===== src/rtl/mips_irq_pkg.sv =====
// Shared types and constants for the MIPS interrupt controller.
// Holds the sequencer state encoding, the vector defaults and the source priority encoder.
package mips_irq_pkg;

  typedef enum logic [2:0] {
    IDLE,
    DRAIN,
    VECTOR,
    ISR,
    RETURN
  } irq_state_t;

  localparam logic [31:0] VEC_BASE_DEF   = 32'h0000_0080;
  localparam int          VEC_STRIDE_DEF = 8;

  // Index of the lowest set bit; index 0 has the highest priority.
  function automatic logic [2:0] prio_enc(input logic [7:0] vec);
    prio_enc = 3'd0;
    for (int i = 7; i >= 0; i--) begin
      if (vec[i]) prio_enc = 3'(i);
    end
  endfunction

endpackage


===== src/rtl/irq_sync_edge.sv =====
// Two-flop synchroniser plus a history flop per interrupt line.
// rise_out is a one-cycle pulse for each synchronised rising edge.
module irq_sync_edge #(
  parameter int N = 4
) (
  input  logic         CLK,
  input  logic         rst_n,
  input  logic [N-1:0] async_in,
  output logic [N-1:0] rise_out
);

  logic [N-1:0] s1, s2, s3;

  // NOTE: sequential state always uses non-blocking assignments so every flop
  // samples the pre-edge value of its neighbour; blocking here would collapse the chain.
  always_ff @(posedge CLK or negedge rst_n) begin
    if (!rst_n) begin
      s1 <= '0;
      s2 <= '0;
      s3 <= '0;
    end else begin
      s1 <= async_in;
      s2 <= s1;
      s3 <= s2;
    end
  end

  assign rise_out = s2 & ~s3;

endmodule


===== src/rtl/mips_irq_ctrl.sv =====
// Interrupt controller for the 5-stage MIPS pipeline: latches and masks requests,
// drains and flushes the pipeline, redirects to a per-source vector and returns on eret.
module mips_irq_ctrl
  import mips_irq_pkg::*;
#(
  parameter int          N_SRC      = 4,
  parameter logic [31:0] VEC_BASE   = VEC_BASE_DEF,
  parameter int          VEC_STRIDE = VEC_STRIDE_DEF
) (
  input  logic             CLK,
  input  logic             rst_n,
  input  logic [N_SRC-1:0] irq_in,
  input  logic             mask_we,
  input  logic [N_SRC-1:0] mask_wdata,
  input  logic [N_SRC-1:0] pend_clr,
  input  logic             pipe_safe,
  input  logic [31:0]      resume_pc,
  input  logic             eret,
  output logic             stall_fetch,
  output logic             flush,
  output logic             pc_redirect_en,
  output logic [31:0]      pc_redirect,
  output logic [31:0]      epc,
  output logic [2:0]       cause,
  output logic             in_isr,
  output logic [N_SRC-1:0] pending
);

  irq_state_t       state;
  logic [N_SRC-1:0] rise;
  logic [N_SRC-1:0] mask;
  logic [N_SRC-1:0] active;
  logic [N_SRC-1:0] vec_clr;
  logic [N_SRC-1:0] pending_nxt;
  logic [7:0]       sel_onehot;
  logic [2:0]       sel;

  irq_sync_edge #(.N(N_SRC)) u_sync (
    .CLK      (CLK),
    .rst_n    (rst_n),
    .async_in (irq_in),
    .rise_out (rise)
  );

  assign active = pending & mask;
  assign sel    = prio_enc(8'(active));

  // NOTE: every signal written in a combinational block gets a default first,
  // otherwise an unassigned path infers a latch.
  always_comb begin
    sel_onehot  = 8'd1 << sel;
    vec_clr     = '0;
    if (state == VECTOR) vec_clr = sel_onehot[N_SRC-1:0];
    // A fresh edge wins over any clear in the same cycle.
    pending_nxt = (pending & ~pend_clr & ~vec_clr) | rise;
  end

  always_ff @(posedge CLK or negedge rst_n) begin
    if (!rst_n) begin
      pending <= '0;
      mask    <= '0;
    end else begin
      pending <= pending_nxt;
      if (mask_we) mask <= mask_wdata;
    end
  end

  always_ff @(posedge CLK or negedge rst_n) begin
    if (!rst_n) begin
      state <= IDLE;
      epc   <= '0;
      cause <= '0;
    end else begin
      case (state)
        IDLE:    if (active != '0) state <= DRAIN;
        DRAIN: begin
          if (active == '0)   state <= IDLE;
          else if (pipe_safe) state <= VECTOR;
        end
        VECTOR: begin
          epc   <= resume_pc;
          cause <= sel;
          state <= ISR;
        end
        ISR:     if (eret) state <= RETURN;
        RETURN:  state <= IDLE;
        default: state <= IDLE;
      endcase
    end
  end

  // Moore outputs: a pure decode of the state register.
  always_comb begin
    stall_fetch    = 1'b0;
    flush          = 1'b0;
    pc_redirect_en = 1'b0;
    pc_redirect    = '0;
    in_isr         = 1'b0;
    case (state)
      DRAIN: stall_fetch = 1'b1;
      VECTOR: begin
        stall_fetch    = 1'b1;
        flush          = 1'b1;
        pc_redirect_en = 1'b1;
        pc_redirect    = VEC_BASE + 32'(sel) * 32'(VEC_STRIDE);
      end
      ISR: in_isr = 1'b1;
      RETURN: begin
        flush          = 1'b1;
        pc_redirect_en = 1'b1;
        pc_redirect    = epc;
        in_isr         = 1'b1;
      end
      default: ;
    endcase
  end

endmodule


===== config.mk =====
export PLATFORM = sky130hd
export DESIGN_NAME = mips_irq_ctrl
export DESIGN_NICKNAME = d
export VERILOG_FILES = /design/src/rtl/mips_irq_pkg.sv /design/src/rtl/irq_sync_edge.sv /design/src/rtl/mips_irq_ctrl.sv
export SDC_FILE = /design/constraint.sdc
export NUM_CORES = 1
export LEC_CHECK = 0
export CAP_MARGIN = 10
export CORE_MARGIN = 2
export CORE_UTILIZATION = 30
export DETAILED_ROUTE_END_ITERATION = 8
export GPL_TIMING_DRIVEN = 0
export MAX_ROUTING_LAYER = met4
export SLEW_MARGIN = 20
export SYNTH_ARGS = -nofsm -noshare
export SYNTH_HDL_FRONTEND = slang
export SYNTH_SLANG_ARGS = --single-unit
export TNS_END_PERCENT = 50

===== constraint.sdc =====
create_clock -name CLK -period 2.2 [get_ports CLK]
set_input_delay 0.44 -clock CLK [delete_from_list [all_inputs] [get_ports CLK]]
set_output_delay 0.44 -clock CLK [all_outputs]
set_load 0.05 [all_outputs]

==> results of run 1 <==
-- power breakdown --
part | leakage (uW) | switching (uW) | internal, uW
logic | 0.00120 | 2110 | 1110
registers | 0.000691 | 271 | 1410
clock network | 0.000115 | 410 | 695
-- state kept, by name (all words and copies together) (netlist names) --
register,count
epc,32
mask,4
pending,4
u_sync.s1,4
u_sync.s2,4
u_sync.s3,4
state,3
cause,2
-- timing repair --
action | CTS | global route
endpoints found under the setup margin | 36 | 35
setup buffers | 5 | 0
pin swaps | 1 | 2
gates cloned | 0 | 1
hold buffers | 1 | 0
resized for setup | 218 | 51
hold endpoints to repair | 10 | 0
-- how the worst max path moves through the flow --
stage	startpoint	to	cells after the start
2_1_floorplan	state[2]	pc_redirect[3]	4
5_1_grt	state[0]	pc_redirect[15]	6
3_5_place_dp	state[0]	in_isr	5
6_report	state[0]	pc_redirect[21]	6
3_3_place_gp	rst_n	epc[1]	1
4_1_cts	state[0]	pc_redirect[28]	5
-- through the flow --
step / TNS, ns / hold slack [ns] / util / cells
floorplan: 0 / 0.1444 / - / 253
global placement: -88.56 / 0.3347 / 0.4852 / 477
detailed placement: -20.93 / 0.3347 / 0.4874 / 478
CTS: -0.2218 / 0.3472 / 0.5179 / 498
global route: -0.1172 / 0.3561 / 0.5388 / 499
finish: 0 / 0.3445 / 0.5388 / 499
-- critical path: stages (launching register included) --
cell and delay (ns):
dfrtp_1 0.37, buf_6 0.14, nor3b_4 0.24, buf_6 0.17, buf_8 0.14, and2_1 0.15, buf_6 0.16
-- logic make-up after synthesis --
group	Yosys count	share of synthesized area
AO/OA/AOI/OAI	13	0.03981
XOR/XNOR	1	0.003620
buffers and inverters	22	0.05119
flip-flops	57	0.5895
multiplexers	5	0.02327
other	1	0.001550
AND/OR/NAND/NOR	154	0.2911
-- metal layers --
layer,wire length [um],up-vias,global-route usage
met2,3440,85,0.2667
met3,448,10,0.04013
li1,-,1073,-
met4,102,0,0.06884
met1,2856,1048,0.2052
met5,0,-,-
-- cell usage after synthesis --
cell	instances
nand2_1	112
dfrtp_1	57
and2_1	29
inv_1	7
buf_2	6
mux2_2	5
buf_4	3
buf_6	3
clkbuf_1	3
o21ai_0	3
a211oi_1	2
a32o_1	2
nand3_1	2
nor2_1	2
nor3b_2	2
o32ai_1	2
a21oi_1	1
a221oi_1	1
a22oi_1	1
and4bb_2	1
conb_1	1
nand2b_1	1
nand3b_1	1
nand4_1	1
nand4b_1	1
nor3b_1	1
o21bai_1	1
or3b_4	1
xnor2_1	1
-- cells in the final DEF, fill, tap and decap left out, types with 5 or more instances in the layout --
cell type	synthesis	final
buf_4	3	8
clkbuf_8	0	11
buf_2	6	7
and2_4	0	6
nand2_1	112	111
clkdlybuf4s50_1	0	85
and2_1	29	23
mux2_2	5	5
buf_6	3	33
buf_8	0	5
inv_1	7	7
dfrtp_1	57	56
-- cell type report --
type,count,area share
Sequential cell,57,0.3411
Timing Repair Buffer,130,0.3193
Multi-Input combinational cell,174,0.2182
Clock buffer,11,0.03617
Tap cell,102,0.03049
Buffer,13,0.02990
Clock inverter,5,0.01854
Inverter,7,0.006278
==> flow_metrics.tcl, run 1 <==
set metrics [dict create \
    layout.nets 441 \
    arrival_ns 1.70 \
    min_path_type "flop to flop" \
    p_leak_uw 0.002010 \
    synth_top_area_frac 0.5895 \
    cap_violations 0 \
    htree_num_levels 3 \
    worst_pin_slew_ns 0.5335 \
    cts-root-buf "clkbuf_8" \
    holdPathEnd "u_sync.s2[1]" \
    grt_pass1_vias 2298 \
    ys_warn_count 0 \
    finalCritPeriodShare 0.9712 \
    antenna_left 0 \
    drive_above_1_share 0.2317 \
    antenna_found_initial 0 \
    rsz0062_at_grt "true" \
    dieArea_um2 8800 \
    floorplan.rows 32 \
    viasPerCell 4.441 \
    seq_area_um2 1428 \
    finalSetupViolCount 0 \
    pwr_density_cell_nw_per_um2 1435 \
    area_growth_pct 72.96 \
    start_util 0.3115 \
    overflow 0 \
    place_congestion 0.7650 \
    place_area_um2 3786 \
    start_kind "flop" \
    die_x_um 93.81 \
    status "finished clean" \
    required_ns 1.76 \
    vias 2216 \
    min_path_cells 0 \
    numCtsBuffers 9 \
    io_pins 124 \
    power_uw 6006 \
    syn_avg_cell_area_um2 9.565 \
    fin_skew_ns 0.005340 \
    regToRegSetupSlack_ns 0.45 \
    cp_max_fo 10 \
    fill_cells 710 \
    worst_slack_ns 0.06327 \
    synth_area_leader_cell "dfrtp_1" \
    routed_wl_um 6847 \
    drt_pass1_iterations 4 \
    crit_type "flop to output port" \
    r2r_start "state[0]" \
    clkTransAtPathRegs_ns 0.06 \
    slew-limit-headroom 0.6432 \
    finalInstanceArea_um2 4185 \
    ys_top_cells_by_area "dfrtp_1 (59%), nand2_1 (17%), and2_1 (7.5%), mux2_2 (2.3%), buf_6 (1.4%)" \
    hp-start "u_sync.s1[1]" \
    yosys_register_bits 57 \
    grtUsageTotal 0.1675 \
    finalMaxSlewViolations 0 \
    n_antenna_cell 0 \
    period_minus_slack_ns 2.137 \
    syn_nets 302 \
    max_freq_mhz 468.0 \
    synth_cell_types 29 \
    ir_worst_vdd_uv 701.4 \
    reg2reg_depth 6 \
    drt_iter0_drc 67 \
    portBuffers 122 \
    design.core.area_um2 7767 \
    hold_violations 0 \
    clk_latency_ns 0.33 \
    postSynthCellCount 253 \
    seq_area_frac_synth 0.5895 \
    cts_max_path_buffers 2 \
    r2r-end "pending[2]" \
    hpwlAfterDp_um 5066 \
    clkSinkCount 57 \
    syn-cell-area_um2 2420 \
    grt_pass1_wl_um 11000 \
    pre_cts_ws_ns -0.7340 \
    drc 0 \
    fp.dieH_um 93.81 \
    multi_input_area_um2 913.4 \
    end_kind "output port" \
    grt_max_degree 37 \
    routedWlPerCell_um 13.72 \
    cts_tree "built" \
]
(Power assumes the default switching activity.)
==> run 2: changes to the inputs <==
CORE_ASPECT_RATIO = 1.25   (was not set)
==> run 2 against run 1 <==
- design area shrank 2.5%
- sequential power is essentially flat
- final cell count shrank 0.80%
- first-iteration DRC count grew 24%
- critical path depth shrank 1
- non-clock buffer count grew 2
- highest routed layer unchanged
- register-to-register slack gained 0.19 ns
- critical path type unchanged
- sequential cell count is the same
==> flow_metrics.tcl, run 2 (synthesized netlist as in run 1, its figures left out) <==
set metrics [dict create \
    status "finished clean" \
    largest_reg_flops 32 \
    p_leak_uw 0.001973 \
    layout_commonest_cell "nand2_1" \
    finalSetupViolCount 0 \
    io_pins 124 \
    fp.dieH_um 104.4 \
    power_uw 5886 \
    grt_pass1_wl_um 11380 \
    worst_slack_ns 0.06847 \
    min_path_type "flop to flop" \
    dieArea_um2 8805 \
    pwr_density_cell_nw_per_um2 1443 \
    slew-limit-headroom 0.6325 \
    end_kind "output port" \
    drt_pass1_iterations 5 \
    fill_cells 745 \
    finalInstanceArea_um2 4079 \
    cap_violations 0 \
    cpMostUsedCell "buf_6" \
    place_area_um2 3785 \
    start_util 0.3105 \
    htree_num_levels 3 \
    die_x_um 84.33 \
    viasPerCell 4.414 \
    worst_pin_slew_ns 0.5495 \
    hold_violations 0 \
    design.core.area_um2 7792 \
    seq_area_um2 1426 \
    vias 2185 \
    most-common-layout-cells "nand2_1 (112), clkdlybuf4s50_1 (85), dfrtp_1 (57)" \
    finalMaxSlewViolations 0 \
    grt_max_degree 44 \
    overflow 0 \
    grt_pass1_vias 2243 \
    routedWlPerCell_um 14.26 \
    cts_tree "built" \
    drc 0 \
    ir_worst_vdd_uv 1025 \
    grtUsageTotal 0.1697 \
    cpPeakStageDelay_ns 0.37 \
    arrival_ns 1.69 \
    crit_chain "buf_6, nor3b_4, buf_6, and2_1, clkdlybuf4s18_2" \
    fin_skew_ns 0.008432 \
    layout.nets 444 \
    drive_above_1_share 0.2100 \
    pre_cts_ws_ns -0.7419 \
    antenna_found_initial 0 \
    antenna_left 0 \
    hpwlAfterDp_um 5084 \
    crit_type "flop to output port" \
    n_antenna_cell 0 \
    cpMaxStageDelayCell "dfrtp_1" \
    clkTransAtPathRegs_ns 0.06 \
    cp_max_fo 10 \
    cts-root-buf "clkbuf_8" \
    area_growth_pct 68.56 \
    portBuffers 122 \
    clk_latency_ns 0.34 \
    regMostFlops "epc" \
    clkSinkCount 57 \
    start_kind "flop" \
    numCtsBuffers 9 \
    finalCritPeriodShare 0.9689 \
    required_ns 1.76 \
    drt_iter0_drc 83 \
    max_freq_mhz 469.1 \
    multi_input_area_um2 897.1 \
    floorplan.rows 36 \
    period_minus_slack_ns 2.132 \
    place_congestion 0.7613 \
    cts_max_path_buffers 2 \
    routed_wl_um 7059 \
]
## run 2: cell count changes in the layout (fill, tap and decap cells not counted), moves of 2 or more
cell,previous run,this run
buf_8,5,3
buf_4,8,28
buf_6,33,17
and2_1,23,29
and2_4,6,0
buf_2,7,5
## run 2: what timing repair did
item,4_1_cts,5_1_grt
endpoints found under the setup margin,36,35
cloned,1,1
endpoints found under the hold margin,14,0
hold buffers,1,0
resized for setup,227,16
pin swaps,1,1
setup buffers,2,4
## run 2: where the power goes
group / internal, uW / switching (uW)
sequential: 1410 / 248
combinational: 1120 / 2130
clock: 550 / 430
total: 3080 / 2810
## run 2: per-layer routing
| metal | GRT usage | vias up | share of wire |
|---|---|---|---|
| met5 | - | - | 0 |
| met4 | 0.08390 | 0 | 0.030 |
| met3 | 0.02698 | 18 | 0.054 |
| met2 | 0.2834 | 73 | 0.50 |
| met1 | 0.1974 | 1014 | 0.41 |
| li1 | - | 1080 | - |
## run 2: final timing paths
check | start | endpoint | slack (ns) | cells after the start
worst max-delay path | state[1] | pc_redirect[28] | 0.07 | 5
worst min-delay path | u_sync.s1[1] | u_sync.s2[1] | 0.35 | 0
worst max register to register | state[0] | pending[2] | 0.64 | 5
worst min register to register | u_sync.s1[1] | u_sync.s2[1] | 0.35 | 0
max in group asynchronous | rst_n | epc[1] | 1.23 | 3
min in group asynchronous | rst_n | epc[22] | 0.50 | 2
## run 2: cell type report
| cell class | count | area share |
|---|---|---|
| clock buffers | 11 | 0.03466 |
| repair buffers | 131 | 0.3129 |
| inverters | 7 | 0.006442 |
| clock inverters | 5 | 0.01350 |
| well taps | 95 | 0.02914 |
| plain buffers | 14 | 0.03374 |
| flip-flops and latches | 57 | 0.3497 |
| multi-input cells | 175 | 0.2199 |
## run 2: worst max-delay path, delay by kind of cell (launching register included)
family                 cells  cell delay [ns]
buffers and inverters      3             0.66
flip-flops                 1             0.37
AND/OR/NAND/NOR            2             0.31
## run 2: through the flow
| step | hold slack, ns | TNS (ns) | std cells | utilization |
|---|---|---|---|---|
| 6_report | 0.3487 | 0 | 495 | 0.5234 |
| 5_1_grt | 0.3562 | -0.0001359 | 495 | 0.5234 |
| 4_1_cts | 0.3517 | -0.2174 | 491 | 0.5135 |
| 3_5_place_dp | 0.3245 | -21.17 | 471 | 0.4857 |
| 3_3_place_gp | 0.3318 | -88.61 | 470 | 0.4825 |
| 2_1_floorplan | 0.1444 | 0 | 253 | - |
==> RTL change: new RTL, config.mk and constraints of run 1 <==
Encoding of `irq_state_t`: now one-hot (5 bits for 5 states).
--- a/src/rtl/mips_irq_pkg.sv
+++ b/src/rtl/mips_irq_pkg.sv
@@ -4,8 +4,8 @@
 
-  typedef enum logic [2:0] {
-    IDLE,
-    DRAIN,
-    VECTOR,
-    ISR,
-    RETURN
+  typedef enum logic [4:0] {
+    IDLE   = 5'b00001,
+    DRAIN  = 5'b00010,
+    VECTOR = 5'b00100,
+    ISR    = 5'b01000,
+    RETURN = 5'b10000
   } irq_state_t;
Check against the original RTL: same outputs for any inputs over 10 cycles, from zero or initial values and one cycle with rst_n low; not proved beyond that.
==> RTL change against run 1 <==
The run now ends with setup timing left; synthesized cell count decreased by 21%; global-route usage decreased by 2.3 points; sequential cell count increased by 2; setup slack got worse by 0.33 ns; count of clock-buffer cells in the layout decreased by 2; first-iteration DRC count decreased by 28%; synthesized area increased by 11%; power decreased by 5.8%; routed wire length decreased by 1.1%; via count decreased by 7.5%; final area increased by 13%; largest cell class unchanged.
==> RTL change: results (changes against run 1) <==
* WL met2 at 3290 µm (-4.5%)
* GR Util met2 at 21.4% (-5.3 points)
* Status: finished with violations
* Most frequent cells after synthesis: dfrtp_1 (58), mux2_4 (32), and2_1 (29)
* Overall Global Routing Usage at 14.4% (-2.3 points)
* M1 GR Usage at 19.5% (-1.0 points)
* GPL Wtd Cong at 0.709 (-7.3%)
* Final setup fails at 34 (+34)
* Vias in the first global route at 2045 (-11%)
* Yosys cell types at 37 (+28%)
* Synth Cell Area at 0.00268 mm² (+11%)
* CP peak stage delay at 0.51 ns (+0.14 ns)
* Post-Synth XOR/XNOR Area at 0.654% (+0.29 points)
* Nets at 401 (-9.1%)
* R2r setup slk at 0.10 ns (-0.35 ns)
* Post-detail-place hpwl at 4730 µm (-6.5%)
* CP delay by family, top: simple AND/OR/NAND/NOR gates
* Worst-Margin Slew at 0.537 ns (+0.00388 ns)
* VDD IR max at 0.000723 V (+3.1%)
* Fin Hold WS at 0.350 ns (+0.00514 ns)
* Routed WL at 6770 µm (-1.1%)
* Largest net degree at the start of global routing at 44 (+19%)
* Post-synthesis sequential area ratio at 55.2% (-3.8 points)
* Failing checks: setup timing
* Vias/cell at 4.41 (-0.73%)
* Final worst setup slack at -0.271 ns (-0.334 ns)
* Clock Skew at 0.00608 ns (+0.000741 ns)
* Clk slew on worst S/H paths at 0.08 ns (+0.02 ns)
* Post-route cell area at 0.00474 mm² (+13%)
* RR Endpoint: epc[1]
RTL change: cell types whose count changed after synthesis, moves of 3 or more:
cell and delta:
inv_1 +5, nor3_1 +3, nor2_1 +4, nand2_1 -103
o21ai_0 +3, mux2_4 +32, buf_2 -5, buf_12 +3
RTL change: where the power goes:
| part | total (mW) | leakage, nW | internal (mW) | switching, mW |
|---|---|---|---|---|
| clock network | 1.11 | 0.106 | 0.645 | 0.465 |
| registers | 1.76 | 0.697 | 1.45 | 0.310 |
| logic | 2.79 | 1.40 | 1.20 | 1.59 |
RTL change: cell type report:
cell class	instances	share of cell area, %
clock buffer	9	2.62
timing repair buffer	143	33.1
inverter	12	0.951
clock inverter	7	2.14
buffer	9	2.80
sequential	59	31.3
tap	108	2.85
multi-input combinational	118	24.3
RTL change: timing repair:
item                                    4_1_cts  5_1_grt
hold buffers                                  1        0
buffers inserted                              4       12
endpoints found under the hold margin        15        0
cloned                                        0        3
endpoints found under the setup margin       36       66
pin swaps                                     4        5
resized for setup                           228      110
